===== src/rtl/mem_arbiter.sv =====
// ---------------------------------------------------------------------------
// mem_arbiter
//   Shares one single-port, byte-wide, synchronous-read memory between an
//   instruction-fetch requester (four-byte little-endian bursts) and a
//   data requester (single-byte read or write).
//
//   Data wins arbitration by default. While a fetch is pending, at most
//   MAX_DATA_STREAK data grants are given in a row before the fetch is
//   granted. A grant is decided only in IDLE and always runs to completion;
//   only reset can cut a transaction short.
//
// Ports
//   clk, rst_n          clock, synchronous active-low reset
//   if_req, if_addr     fetch request and byte address (held until if_done)
//   if_done, if_instr   fetch completion pulse and assembled instruction
//   d_read, d_write     data read / write requests (held until d_done)
//   d_addr, d_wdata     data address and write byte
//   d_done, d_rdata     data completion pulse and read byte
//   mem_en, mem_we      memory strobe and write enable
//   mem_addr, mem_wdata memory address and write byte
//   mem_rdata           memory read byte (valid the cycle after a read strobe)
//   busy                high whenever the arbiter is not in IDLE
// ---------------------------------------------------------------------------
module mem_arbiter #(
    parameter int MAX_DATA_STREAK = 4
) (
    input  logic        clk,
    input  logic        rst_n,
    input  logic        if_req,
    input  logic [7:0]  if_addr,
    output logic        if_done,
    output logic [31:0] if_instr,
    input  logic        d_read,
    input  logic        d_write,
    input  logic [7:0]  d_addr,
    input  logic [7:0]  d_wdata,
    output logic        d_done,
    output logic [7:0]  d_rdata,
    output logic        mem_en,
    output logic        mem_we,
    output logic [7:0]  mem_addr,
    output logic [7:0]  mem_wdata,
    input  logic [7:0]  mem_rdata,
    output logic        busy
);

    localparam logic [3:0] STREAK_MAX = 4'(MAX_DATA_STREAK);

    typedef enum logic [2:0] {
        IDLE     = 3'd0,
        IF_ISSUE = 3'd1,
        IF_DRAIN = 3'd2,
        D_READ   = 3'd3,
        D_DRAIN  = 3'd4,
        D_WRITE  = 3'd5
    } state_t;

    state_t     state_q, state_d;
    logic [1:0] beat_q, beat_d;
    logic [3:0] streak_q, streak_d;
    logic [7:0] byte0_q, byte0_d;
    logic [7:0] byte1_q, byte1_d;
    logic [7:0] byte2_q, byte2_d;

    logic d_req;
    logic grant_data;
    logic grant_if;

    // Raw (pre-reset-gating) strobes and done pulses.
    logic en_raw, we_raw, if_done_raw, d_done_raw;

    assign d_req = d_read | d_write;

    // Data is preferred unless the fetch has already waited through a full
    // streak of data grants.
    assign grant_data = d_req & ~(if_req & (streak_q == STREAK_MAX));
    assign grant_if   = if_req & ~grant_data;

    // ------------------------------------------------------------------
    // State registers
    // ------------------------------------------------------------------
    always_ff @(posedge clk) begin
        if (!rst_n) begin
            state_q  <= IDLE;
            beat_q   <= '0;
            streak_q <= '0;
            byte0_q  <= '0;
            byte1_q  <= '0;
            byte2_q  <= '0;
        end else begin
            state_q  <= state_d;
            beat_q   <= beat_d;
            streak_q <= streak_d;
            byte0_q  <= byte0_d;
            byte1_q  <= byte1_d;
            byte2_q  <= byte2_d;
        end
    end

    // ------------------------------------------------------------------
    // Next state, counters and byte capture
    // ------------------------------------------------------------------
    always_comb begin
        state_d  = state_q;
        beat_d   = beat_q;
        streak_d = streak_q;
        byte0_d  = byte0_q;
        byte1_d  = byte1_q;
        byte2_d  = byte2_q;

        unique case (state_q)
            IDLE: begin
                beat_d = '0;
                if (grant_data) begin
                    // A write takes priority when both data strobes are set.
                    state_d = d_write ? D_WRITE : D_READ;
                    if (if_req) begin
                        if (streak_q < STREAK_MAX) begin
                            streak_d = streak_q + 4'd1;
                        end
                    end else begin
                        streak_d = '0;
                    end
                end else if (grant_if) begin
                    state_d  = IF_ISSUE;
                    streak_d = '0;
                end
            end

            IF_ISSUE: begin
                // mem_rdata in beat N is the byte strobed during beat N-1.
                unique case (beat_q)
                    2'd1:    byte0_d = mem_rdata;
                    2'd2:    byte1_d = mem_rdata;
                    2'd3:    byte2_d = mem_rdata;
                    default: ;
                endcase
                if (beat_q == 2'd3) begin
                    state_d = IF_DRAIN;
                    beat_d  = '0;
                end else begin
                    beat_d = beat_q + 2'd1;
                end
            end

            IF_DRAIN: state_d = IDLE;
            D_READ:   state_d = D_DRAIN;
            D_DRAIN:  state_d = IDLE;
            D_WRITE:  state_d = IDLE;

            default: begin
                state_d = IDLE;
                beat_d  = '0;
            end
        endcase
    end

    // ------------------------------------------------------------------
    // Outputs
    // ------------------------------------------------------------------
    always_comb begin
        en_raw      = 1'b0;
        we_raw      = 1'b0;
        if_done_raw = 1'b0;
        d_done_raw  = 1'b0;
        mem_addr    = d_addr;

        unique case (state_q)
            IF_ISSUE: begin
                en_raw   = 1'b1;
                mem_addr = if_addr + {6'd0, beat_q};
            end
            IF_DRAIN: if_done_raw = 1'b1;
            D_READ:   en_raw = 1'b1;
            D_DRAIN:  d_done_raw = 1'b1;
            D_WRITE: begin
                en_raw     = 1'b1;
                we_raw     = 1'b1;
                d_done_raw = 1'b1;
            end
            default: ;
        endcase
    end

    // Reset suppresses all strobes in the same cycle, so a burst cut by
    // reset never touches memory again nor reports completion.
    assign mem_en  = rst_n & en_raw;
    assign mem_we  = rst_n & we_raw;
    assign if_done = rst_n & if_done_raw;
    assign d_done  = rst_n & d_done_raw;

    assign mem_wdata = d_wdata;
    assign if_instr  = {mem_rdata, byte2_q, byte1_q, byte0_q};
    assign d_rdata   = mem_rdata;
    assign busy      = (state_q != IDLE);

endmodule


===== config.mk =====
export PLATFORM = sky130hd
export DESIGN_NAME = mem_arbiter
export DESIGN_NICKNAME = d
export VERILOG_FILES = /design/src/rtl/mem_arbiter.sv
export SDC_FILE = /design/constraint.sdc
export NUM_CORES = 1
export LEC_CHECK = 0
export BUFFER_PORTS_ARGS = -buffer_cell sky130_fd_sc_hd__buf_4
export CORE_UTILIZATION = 47
export CTS_BUF_LIST = sky130_fd_sc_hd__clkbuf_2 sky130_fd_sc_hd__clkbuf_4 sky130_fd_sc_hd__clkbuf_8
export DETAILED_ROUTE_END_ITERATION = 16
export PLACE_DENSITY = 0.83
export SYNTH_ARGS = -nofsm -noshare
export SYNTH_HDL_FRONTEND = slang
export SYNTH_SLANG_ARGS = --single-unit

===== constraint.sdc =====
create_clock -name clk -period 1.8 [get_ports clk]
set_input_delay 0 -clock clk [delete_from_list [all_inputs] [get_ports clk]]
set_output_delay 0 -clock clk [all_outputs]
set_load 0.02 [all_outputs]

Word-level counts from Yosys, hierarchy flattened
Index checks and enable logic that the tools add are counted.
{"block": "word_totals", "reg_bits": 33, "latch_bits": 0, "mem_bits_rw": 0, "mem_bits_ro": 0, "in_bits": 37, "mem_count": 0}
{"block": "classes", "addsub": 3, "mul": 0, "div_mod_pow": 0, "n_lt_le_gt_ge": 1, "n_eq_ne": 12, "n_shift": 0, "muxes": 16, "n_bitwise": 10, "n_reduce_logical": 11}
{"cell": "$mux W4", "count": 4}
{"cell": "$mux W3", "count": 4}
{"cell": "$pmux W3 S3", "count": 1}
{"cell": "$add A8 B2 Y8", "count": 1}
{"cell": "$mux W8", "count": 1}
{"cell": "$reduce_and A2 Y1", "count": 4}
{"cell": "$and A1 B1 Y1", "count": 7}
{"cell": "$eq A3 B2 Y1 const B", "count": 2}
{"cell": "$eq A3 B3 Y1 const B", "count": 2}
{"cell": "$add A4 B1 Y4 const B", "count": 1}
{"cell": "$eq A2 B2 Y1 const B", "count": 2}
{"cell": "$eq A4 B3 Y1 const B", "count": 1}
{"cell": "$lt A4 B3 Y1 const B", "count": 1}
{"cell": "$mux W1", "count": 4}
{"cell": "$pmux W2 S2", "count": 1}
{"cell": "$reduce_or A4 Y1", "count": 1}
{"cell": "$eq A3 B1 Y1 const B", "count": 1}
{"cell": "$logic_not A3 Y1", "count": 1}
{"cell": "$ne A3 B2 Y1 const B", "count": 1}
{"cell": "$ne A3 B3 Y1 const B", "count": 1}
{"cell": "$reduce_and A3 Y1", "count": 1}
{"cell": "$reduce_bool A3 Y1", "count": 1}
{"cell": "$reduce_or A3 Y1", "count": 1}
{"cell": "$add A2 B1 Y2 const B", "count": 1}
{"cell": "7 further kinds", "count": 8}

Longest topological paths before layout
Gate-level depths: netlist of the first run.
{"block": "logic_depth", "ltp_word": 9, "ltp_mapped": 6}

Worst setup path after synthesis of the first run
Ideal clock, no wire load.
{"block": "synth_timing", "path_type": "reg-to-output", "start": "register beat_q[0]", "end": "output port mem_addr[4]", "arrival_ns": 1.714, "t_required_ns": 1.800, "path_slack_ns": 0.086, "stages_incl_launch_ff": 7, "path_cell_list": "dfxtp_1 ha_1 inv_1 fa_1 nor2_1 xnor2_1 o21ai_0"}
{"block": "synth_between", "elab_chain_cells": 2}
{"item": "from (decl)", "line": "59", "rtl": "logic [1:0] beat_q, beat_d;"}
{"item": "from (signal assigned)", "line": "92", "rtl": "beat_q <= beat_d;"}
{"item": "$add A8 B2 Y8", "line": "171", "rtl": "mem_addr = if_addr + {6'd0, beat_q};"}
{"item": "$mux W8", "line": "168", "rtl": "unique case (state_q)"}
{"item": "to (decl)", "line": "41", "rtl": "output logic [7:0] mem_addr,"}
Every way passes these cells.

Worst setup path after layout of the first run
{"block": "layout_timing", "start": "register beat_q[1]", "end": "output port mem_addr[7]"}
The elaborated chain is that of the path after synthesis.

==> run summary, run 1 <==
status -> finished clean
most frequent cell after synthesis -> nand2_1
YS warnings -> 0
# setup viols final -> 0
Crit-path slowest cell -> dfxtp_2
WS Path Type -> register to output port
skew final -> 0.00492 ns
total vias in the final route -> 1710
GR Util met2 -> 35.1%
Total Routed Length -> 4210 um
Clock Latency Late Sink -> 0.29 ns
post-DP HPWL -> 2970 um
initial antenna violation count -> 0
post-synth net total -> 282
initial DRC count -> 102
Final Max Slew Viols -> 0
die boundary width -> 65.5 um
pin count of the biggest net entering global routing -> 38
worst slew pin tran -> 0.423 ns
largest cells by area after synthesis -> dfxtp_1 (35%), nand2_1 (14%), a21boi_1 (9.5%)
CTS root buf -> clkbuf_8
area of the die -> 0.00429 sq mm
RSZ-0062 raised after global routing -> yes
Peak VDD IR -> 0.448 mV
Fillers -> 323
hold crit path type -> primary input to output port
maxcap violations -> 0
Yosys reg bits -> 33
number of synthesized flops with an enable pin -> 0
fin nets -> 347
layout cells sized above 1 -> 34.4%
GR met1 Demand/Resource -> 23.4%
fin worst setup slack -> 0.00831 ns
final worst path period need -> 1.79 ns
Clock H-tree levels -> 2
Multi-input gate area -> 993 sq um
vias in the first global route -> 1531
grt ovf -> 0
ys flop type -> dfxtp_1
Core Rows -> 22
CP Data Arrival Time -> 1.79 ns
Yosys top cell area share -> 34.9%
Critical Path RT -> 1.80 ns
Area Growth Syn to Fin -> 36.6%
Distinct cells, synth -> 34
Setup WS pre-CTS -> 0.231 ns
placed insts -> 332
Critical Path Sink Type -> output port
maximum operating frequency -> 0.558 GHz
CP cell instances -> ha_4 > a21o_1 > or3b_1 > xor2_1 > o21ai_1 > buf_4
GR Util All Layers -> 20.3%
RD Place Congestion -> 0.752
Leak Pwr -> 1.15 nW
Synth area leader -> dfxtp_1
Die Span Y -> 65.5 um
I/O Buffers -> 81
CTS tree -> yes
DR pass1 iterations -> 4
DR WL/cell -> 12.0 um
FF/Latch Area -> 663 sq um
GR peak layer -> met2
post-synthesis instance total -> 236
Hold Slack -> 0.00000561 ns
DRC Markers -> 0
initial core utilization -> 50.2%
CTS Buffer Depth -> 2
first-pass GRT wire length -> 6620 um
crit-path max cell delay -> 0.36 ns
Core Area -> 0.00377 sq mm
most frequent cells after synthesis -> nand2_1 (70), dfxtp_1 (33), a21boi_1 (24), buf_4 (24), inv_1 (10)
Fin. Hold Viols -> 0
# IOs -> 98
largest fanout on the critical path -> 5
post-synthesis sequential area ratio -> 34.9%
Via density -> 4.89
power density cells -> 758 mW/mm^2
Post-DP Area -> 0.00233 sq mm
post-synthesis cell area -> 0.00189 sq mm
fin cells -> 350
clock sinks -> 33
final period utilization -> 99.5%
Max-slew headroom -> 71.5%
Synth Area per Inst -> 8.03 sq um
ANT cells -> 0
GR Layer Usage met3 -> 5.21%
post-route cell area -> 0.00259 sq mm
antenna-violating nets left -> 0
clock slew at reported path FFs -> 0.07 ns
Tot Pwr -> 1.96 mW
startpoint types -> register
Num CTS Buffers -> 5
ys async rst share -> 0%
## placed cells by master (no fill, tap or decap), types with 5 or more instances in the layout
cell type and count:
buf_4 83, dlygate4sd3_1 9, o21ai_0 6, a21boi_1 24, inv_1 10, dfxtp_1 31, and2_1 5, clkbuf_8 6
ha_1 6, nand2_1 70
## sequential cells by signal, indices dropped and copies added (netlist names)
| register | flops |
|---|---|
| streak_q | 4 |
| state_q | 3 |
| byte2_q | 8 |
| beat_q | 2 |
| byte1_q | 8 |
| byte0_q | 8 |
## metal layers
| metal | routed length, um | vias to the layer above |
|---|---|---|
| li1 | - | 873 |
| met1 | 1840 | 783 |
| met2 | 2080 | 47 |
| met3 | 239 | 7 |
| met4 | 53 | 0 |
| met5 | 0 | - |
## worst max-delay path, delay by kind of cell, from the launching register on
family | cells | cell delay (ns)
flip-flops | 1 | 0.36
AND/OR/NAND/NOR | 1 | 0.36
AO/OA/AOI/OAI | 2 | 0.22
adder cells (fa/ha/maj) | 1 | 0.26
buffers and inverters | 1 | 0.15
XOR/XNOR | 1 | 0.15
## where the power goes
part	internal [mW]	leakage [nW]	total [mW]	switching [mW]
combinational	0.218	0.825	0.457	0.239
sequential	0.749	0.268	0.771	0.0220
clock	0.466	0.0619	0.735	0.269
total	1.43	1.15	1.96	0.529
## stage by stage
| stage | utilization, % | TNS (ns) |
|---|---|---|
| 2_1_floorplan | - | 0 |
| 3_3_place_gp | 61.8 | 0 |
| 3_5_place_dp | 61.8 | 0 |
| 4_1_cts | 68.0 | 0 |
| 5_1_grt | 68.6 | -0.0601 |
| 6_report | 68.6 | 0 |
## layout make-up
type                            instances  share of cell area [%]
Inverter                               10                    1.45
Multi-Input combinational cell        159                    38.4
Tap cell                               48                    2.32
Clock inverter                          1                    1.16
Clock buffer                            7                    3.48
Timing Repair Buffer                   92                    27.6
Sequential cell                        33                    25.6
## cells by family (layout without fill, tap and decap cells)
logic type | count (synthesis) | after routing | synth area share, %
compound gates | 41 | 41 | 15.3
flops | 33 | 33 | 34.9
xor+xnor | 6 | 6 | 2.77
simple gates | 99 | 99 | 24.0
mux | 4 | 4 | 2.11
buf+inv | 44 | 110 | 14.5
fa+ha+maj | 9 | 9 | 6.34
## repair_timing
action | CTS | global route
gates resized for setup | 4 | 7
hold buffers | 9 | 0
pin swaps | 2 | 4
buffers inserted | 1 | 0
hold endpoints to repair | 24 | 0
gates cloned | 0 | 0
endpoints found under the setup margin | 2 | 8
## worst paths after layout
kind,start,endpoint,slack [ns],depth (start not counted)
max,beat_q[1],mem_addr[7],0.008,6
min,d_wdata[3],mem_wdata[3],0.000006,0
max reg2reg,state_q[2],streak_q[3],0.33,4
min reg2reg,byte1_q[5],byte1_q[5],0.45,2
No activity file was read; power rests on OpenSTA's default activity.
==> run 2, diff against run 1 <==
Settings changed: ABC_AREA from default to 1, SLEW_MARGIN from default to 25.
==> run 2 against run 1 <==
The run now ends with setup timing left. Die area is essentially flat. Via count up 6.0%. Largest cell class unchanged. Worst hold slack about the same. Total power increased by 24%. Non-clock buffer count fell by 10. Synthesized cell count increased by 14%. Count of clock-buffer cells in the layout decreased by 1. Combinational power up 130%. Sequential share of layout area grew 1.3 points. Largest power group is now combinational cells. Flip-flop and latch count unchanged. Final area down 4.8%.
==> run summary, run 2 <==
Max-slew headroom -> 83.0%
Clock Latency Late Sink -> 0.28 ns
Setup WS pre-CTS -> 0.100 ns
most frequent cells after synthesis -> nor2_1 (66), nand2_1 (41), dfxtp_1 (33)
most frequent cell after synthesis -> nor2_1
CTS tree -> yes
DR WL/cell -> 11.3 um
final worst path period need -> 1.82 ns
worst slew pin tran -> 0.253 ns
first-pass GRT wire length -> 6930 um
initial DRC count -> 70
startpoint types -> register
Critical Path RT -> 1.80 ns
Peak VDD IR -> 0.512 mV
Synth area leader -> dfxtp_1
post-synthesis sequential area ratio -> 34.9%
Clock H-tree levels -> 2
# setup viols final -> 1
clock sinks -> 33
DR pass1 iterations -> 4
# IOs -> 98
Distinct cells, synth -> 28
GR Util All Layers -> 20.9%
commonest non-fill, non-tap cells in the layout -> buf_4 (82), nor2_1 (66), nand2_1 (41)
Yosys top cell area share -> 34.9%
fin worst setup slack -> -0.0235 ns
CP cell instances -> ha_1 > inv_1 > fa_2 > inv_2 > nand4_1 > nor2_1 > nand2_1 > nand3_1 > nand2_1 > buf_4
DRC Markers -> 0
power density cells -> 991 mW/mm^2
antenna-violating nets left -> 0
Top Registers -> byte0_q x8, byte1_q x8, byte2_q x8
RD Place Congestion -> 0.759
initial antenna violation count -> 0
CTS Buffer Depth -> 2
CTS root buf -> clkbuf_8
ys async rst share -> 0%
WS Path Type -> register to output port
I/O Buffers -> 81
largest fanout on the critical path -> 3
hold buffers post-CTS -> 0
Crit-path slowest cell -> fa_2
die boundary width -> 65.5 um
cell repeated most along the worst path -> nand2_1
initial core utilization -> 50.2%
number of synthesized flops with an enable pin -> 0
failing checks -> setup timing
Total Routed Length -> 4270 um
Tot Pwr -> 2.44 mW
vias in the first global route -> 1646
Core Rows -> 22
area of the die -> 0.00429 sq mm
Crit path max-delay family -> adder cells
post-synthesis instance total -> 268
Die Span Y -> 65.5 um
ANT cells -> 0
total vias in the final route -> 1813
Reg power frac -> 36.2%
sw frac -> 37.9%
CP Buf/Inv Count -> 3
Leak Pwr -> 1.25 nW
clock slew at reported path FFs -> 0.06 ns
Cell Int Power -> 1.52 mW
post-synth net total -> 314
CP Data Arrival Time -> 1.82 ns
layout cells sized above 1 -> 32.4%
Core Area -> 0.00377 sq mm
most common cell after layout, fill and taps aside -> buf_4
grt ovf -> 0
skew final -> 0.00455 ns
post-DP HPWL -> 3270 um
Synth Area per Inst -> 7.06 sq um
maxcap violations -> 0
NetSw -> 927 uW
Yosys reg bits -> 33
crit-path max cell delay -> 0.36 ns
YS warnings -> 0
Num CTS Buffers -> 5
ys flop type -> dfxtp_1
hold crit path type -> primary input to output port
Final Max Slew Viols -> 0
Clock power frac -> 21.6%
status -> complete, but fails checks
largest cells by area after synthesis -> dfxtp_1 (35%), nor2_1 (13%), buf_4 (9.5%)
Via density -> 4.80
final period utilization -> 101%
Comb pwr share -> 42.2%
pin count of the biggest net entering global routing -> 32
Fin. Hold Viols -> 0
Critical Path Sink Type -> output port
post-synthesis cell area -> 0.00189 sq mm
maximum operating frequency -> 0.548 GHz
fin nets -> 375
Area Growth Syn to Fin -> 30.1%
RSZ-0062 raised after global routing -> yes
## run 2: metal layers
metal	GRT usage, %	part of all wire (%)	vias to the layer above
met5	0	0	-
met3	3.82	7.0	6
met1	24.6	43	792
li1	-	-	952
met4	8.15	1.1	0
met2	37.2	48	63
## run 2: path summary, 6_finish.rpt
kind              slack, ns  cells after the start           end         from
setup / recovery      -0.02                     10   mem_addr[6]    beat_q[0]
hold / removal     0.000006                      0  mem_wdata[5]   d_wdata[5]
setup reg to reg       0.44                      4     beat_q[0]   state_q[1]
hold reg to reg        0.45                      2   streak_q[3]  streak_q[3]
## run 2: worst reg2reg max path, cell delays in order, from the launching register on
cell and delay (ns):
dfxtp_1 0.43, inv_4 0.08, ha_1 0.34, or2_2 0.31, a21oi_1 0.13
## run 2: kinds of logic after synthesis
kind of cell    Yosys count  share of synthesized area, %
compound gates           41                          11.4
buf+inv                  52                          15.9
simple gates            131                          30.5
fa+ha+maj                 9                          6.35
flops                    33                          34.9
xor+xnor                  2                         0.925
## run 2: layout make-up
class | count | area (sq um)
Sequential cell | 33 | 663
Inverter | 24 | 105
Clock buffer | 6 | 76.3
Clock inverter | 2 | 10.0
Tap cell | 48 | 60.1
Fill cell | 346 | 1310
Multi-Input combinational cell | 183 | 933
Timing Repair Buffer | 82 | 616
## run 2: what timing repair did
| action | CTS | global route |
|---|---|---|
| resized for setup | 3 | 1 |
| endpoints found under the setup margin | 2 | 1 |
| buffers inserted | 1 | 0 |
## run 2: stage by stage
step	hold WS [ns]	instance area, sq um	instances	utilization [%]	TNS, ns
after global placement	0.000137	2360	369	62.7	0
after global routing	0.0000294	2460	378	65.3	-0.171
after detailed placement	0.000137	2360	369	62.7	0
after floorplan	0.113	1890	268	-	0
after CTS	0.000137	2460	378	65.3	-0.0387
final	0.00000561	2460	378	65.3	-0.0235
## run 2: power by group through the flow
stage | clock, mW | combinational (mW) | sequential (mW)
floorplan | 0 | 0.695 | 0.925
global placement | 0 | 1.00 | 0.894
detailed placement | 0 | 1.02 | 0.899
CTS | 0.542 | 1.04 | 0.886
global route | 0.576 | 1.14 | 0.896
finish | 0.528 | 1.03 | 0.885
==> run 3, diff against run 2 <==
Clock period 1.8 ns to 1.7 ns, I/O delays scaled along.
==> run 3 against run 2 <==
The run still ends with setup timing left. Global-route usage up 1.7 points. Wire length increased by 8.6%. Via count is 4.5% higher. Largest power group unchanged. Highest routed layer unchanged.
==> run summary, run 3 (synthesized netlist as in run 2, its figures left out) <==
layout cells sized above 1 -> 34.4%
post-route cell area -> 0.00256 sq mm
Die Span Y -> 65.5 um
hold crit path type -> primary input to output port
Max-slew headroom -> 82.0%
commonest non-fill, non-tap cells in the layout -> buf_4 (83), nor2_1 (66), nand2_1 (39)
power density cells -> 1040 mW/mm^2
clock sinks -> 33
Total Routed Length -> 4640 um
final period utilization -> 104%
RD Place Congestion -> 0.799
RSZ-0062 raised after global routing -> yes
Critical Path Sink Type -> output port
Peak VDD IR -> 0.643 mV
startpoint types -> register
Cell Int Power -> 1.63 mW
worst slew pin tran -> 0.268 ns
total vias in the final route -> 1895
most common cell after layout, fill and taps aside -> buf_4
# setup viols final -> 3
r2r setup slk -> 0.29 ns
area of the die -> 0.00429 sq mm
CP Data Arrival Time -> 1.77 ns
Via density -> 4.92
Area Growth Syn to Fin -> 35.5%
Clock H-tree levels -> 2
hold_sp -> d_wdata[7]
maximum operating frequency -> 0.565 GHz
fin nets -> 382
final worst path period need -> 1.77 ns
die boundary width -> 65.5 um
Clock Latency Late Sink -> 0.29 ns
# IOs -> 98
vias in the first global route -> 1724
Core Area -> 0.00377 sq mm
reg2reg end -> beat_q[0]
initial DRC count -> 50
RR Startpoint -> state_q[1]
I/O Buffers -> 81
initial core utilization -> 50.2%
grt ovf -> 0
GR Util All Layers -> 22.6%
Num CTS Buffers -> 5
first-pass GRT wire length -> 7370 um
clock slew at reported path FFs -> 0.07 ns
maxcap violations -> 0
hold path endpoint -> mem_wdata[7]
skew final -> 0.00521 ns
NetSw -> 1.04 mW
post-DP HPWL -> 3450 um
Tot Pwr -> 2.67 mW
CTS Buffer Depth -> 2
Leak Pwr -> 1.28 nW
CTS tree -> yes
Setup WS pre-CTS -> 0.0934 ns
fin worst setup slack -> -0.0700 ns
DR pass1 iterations -> 4
Reg power frac -> 34.9%
Critical Path RT -> 1.70 ns
Core Rows -> 22
ANT cells -> 0
Post-DP Area -> 0.00238 sq mm
Comb pwr share -> 43.7%
sw frac -> 39.0%
Clock power frac -> 21.4%
initial antenna violation count -> 0
Fillers -> 322
Top Registers -> byte0_q x8, byte1_q x8, byte2_q x8
status -> complete, but fails checks
antenna-violating nets left -> 0
Final Max Slew Viols -> 0
DR WL/cell -> 12.1 um
failing checks -> setup timing
CTS root buf -> clkbuf_8
WS Path Type -> register to output port
pin count of the biggest net entering global routing -> 32
DRC Markers -> 0
Hold Crit Depth -> 0
FF-to-FF path depth -> 4
Fin. Hold Viols -> 0
largest fanout on the critical path -> 3
run 3: critical path: stages, from the launching register on:
cell	delay [ns]
dfxtp_2	0.35
ha_4	0.13
inv_2	0.03
fa_2	0.34
inv_2	0.07
nand4_1	0.12
nor2_1	0.12
nand2_1	0.06
nand3_1	0.07
nand2_1	0.06
buf_6	0.13
run 3: power by group through the flow:
stage,Combinational [mW],Sequential [mW],Clock [mW]
final,1.17,0.933,0.571
after global routing,1.29,0.943,0.612
after CTS,1.16,0.931,0.578
after detailed placement,1.11,0.944,0
after global placement,1.09,0.938,0
after floorplan,0.735,0.980,0
run 3: layout make-up:
type	instances	area (sq um)	share of cell area (%)
clock buffer	5	68.8	2.68
multi-input combinational	183	963	37.6
inverter	24	105	4.10
clock inverter	3	17.5	0.683
tap	48	60.1	2.34
timing repair buffer	89	687	26.8
sequential	33	663	25.9
run 3: worst max path at each step:
stage / from / to / slack (ns) / cells after the start
3_3_place_gp: beat_q[0] / mem_addr[6] / 0.14 / 10
6_report: beat_q[0] / mem_addr[6] / -0.07 / 10
2_1_floorplan: beat_q[0] / mem_addr[2] / 0.13 / 5
5_1_grt: beat_q[0] / mem_addr[6] / -0.19 / 10
4_1_cts: beat_q[0] / mem_addr[6] / -0.14 / 10
3_5_place_dp: beat_q[0] / mem_addr[6] / 0.09 / 10
run 3: what timing repair did:
action | 4_1_cts | 5_1_grt
pin swaps | 5 | 7
setup endpoints to repair | 4 | 6
resized for setup | 11 | 3
hold buffers | 3 | 0
hold endpoints to repair | 3 | 0
setup buffers | 2 | 1
run 3: metrics by stage:
stage	hold slack (ns)	setup TNS (ns)	utilization, %	cells
after global placement	0.000137	0	63.1	371
after floorplan	0.113	0	-	268
final	0.00000883	-0.140	68.0	385
after CTS	0.000137	-0.206	67.4	384
after global routing	0.0000294	-0.436	68.0	385
after detailed placement	0.000137	0	63.1	371
run 3: per-layer routing:
layer | routed length (um) | GRT usage [%]
met1 | 2020 | 25.5
met2 | 2220 | 39.6
met3 | 293 | 5.03
met4 | 107 | 11.1
met5 | 0 | 0
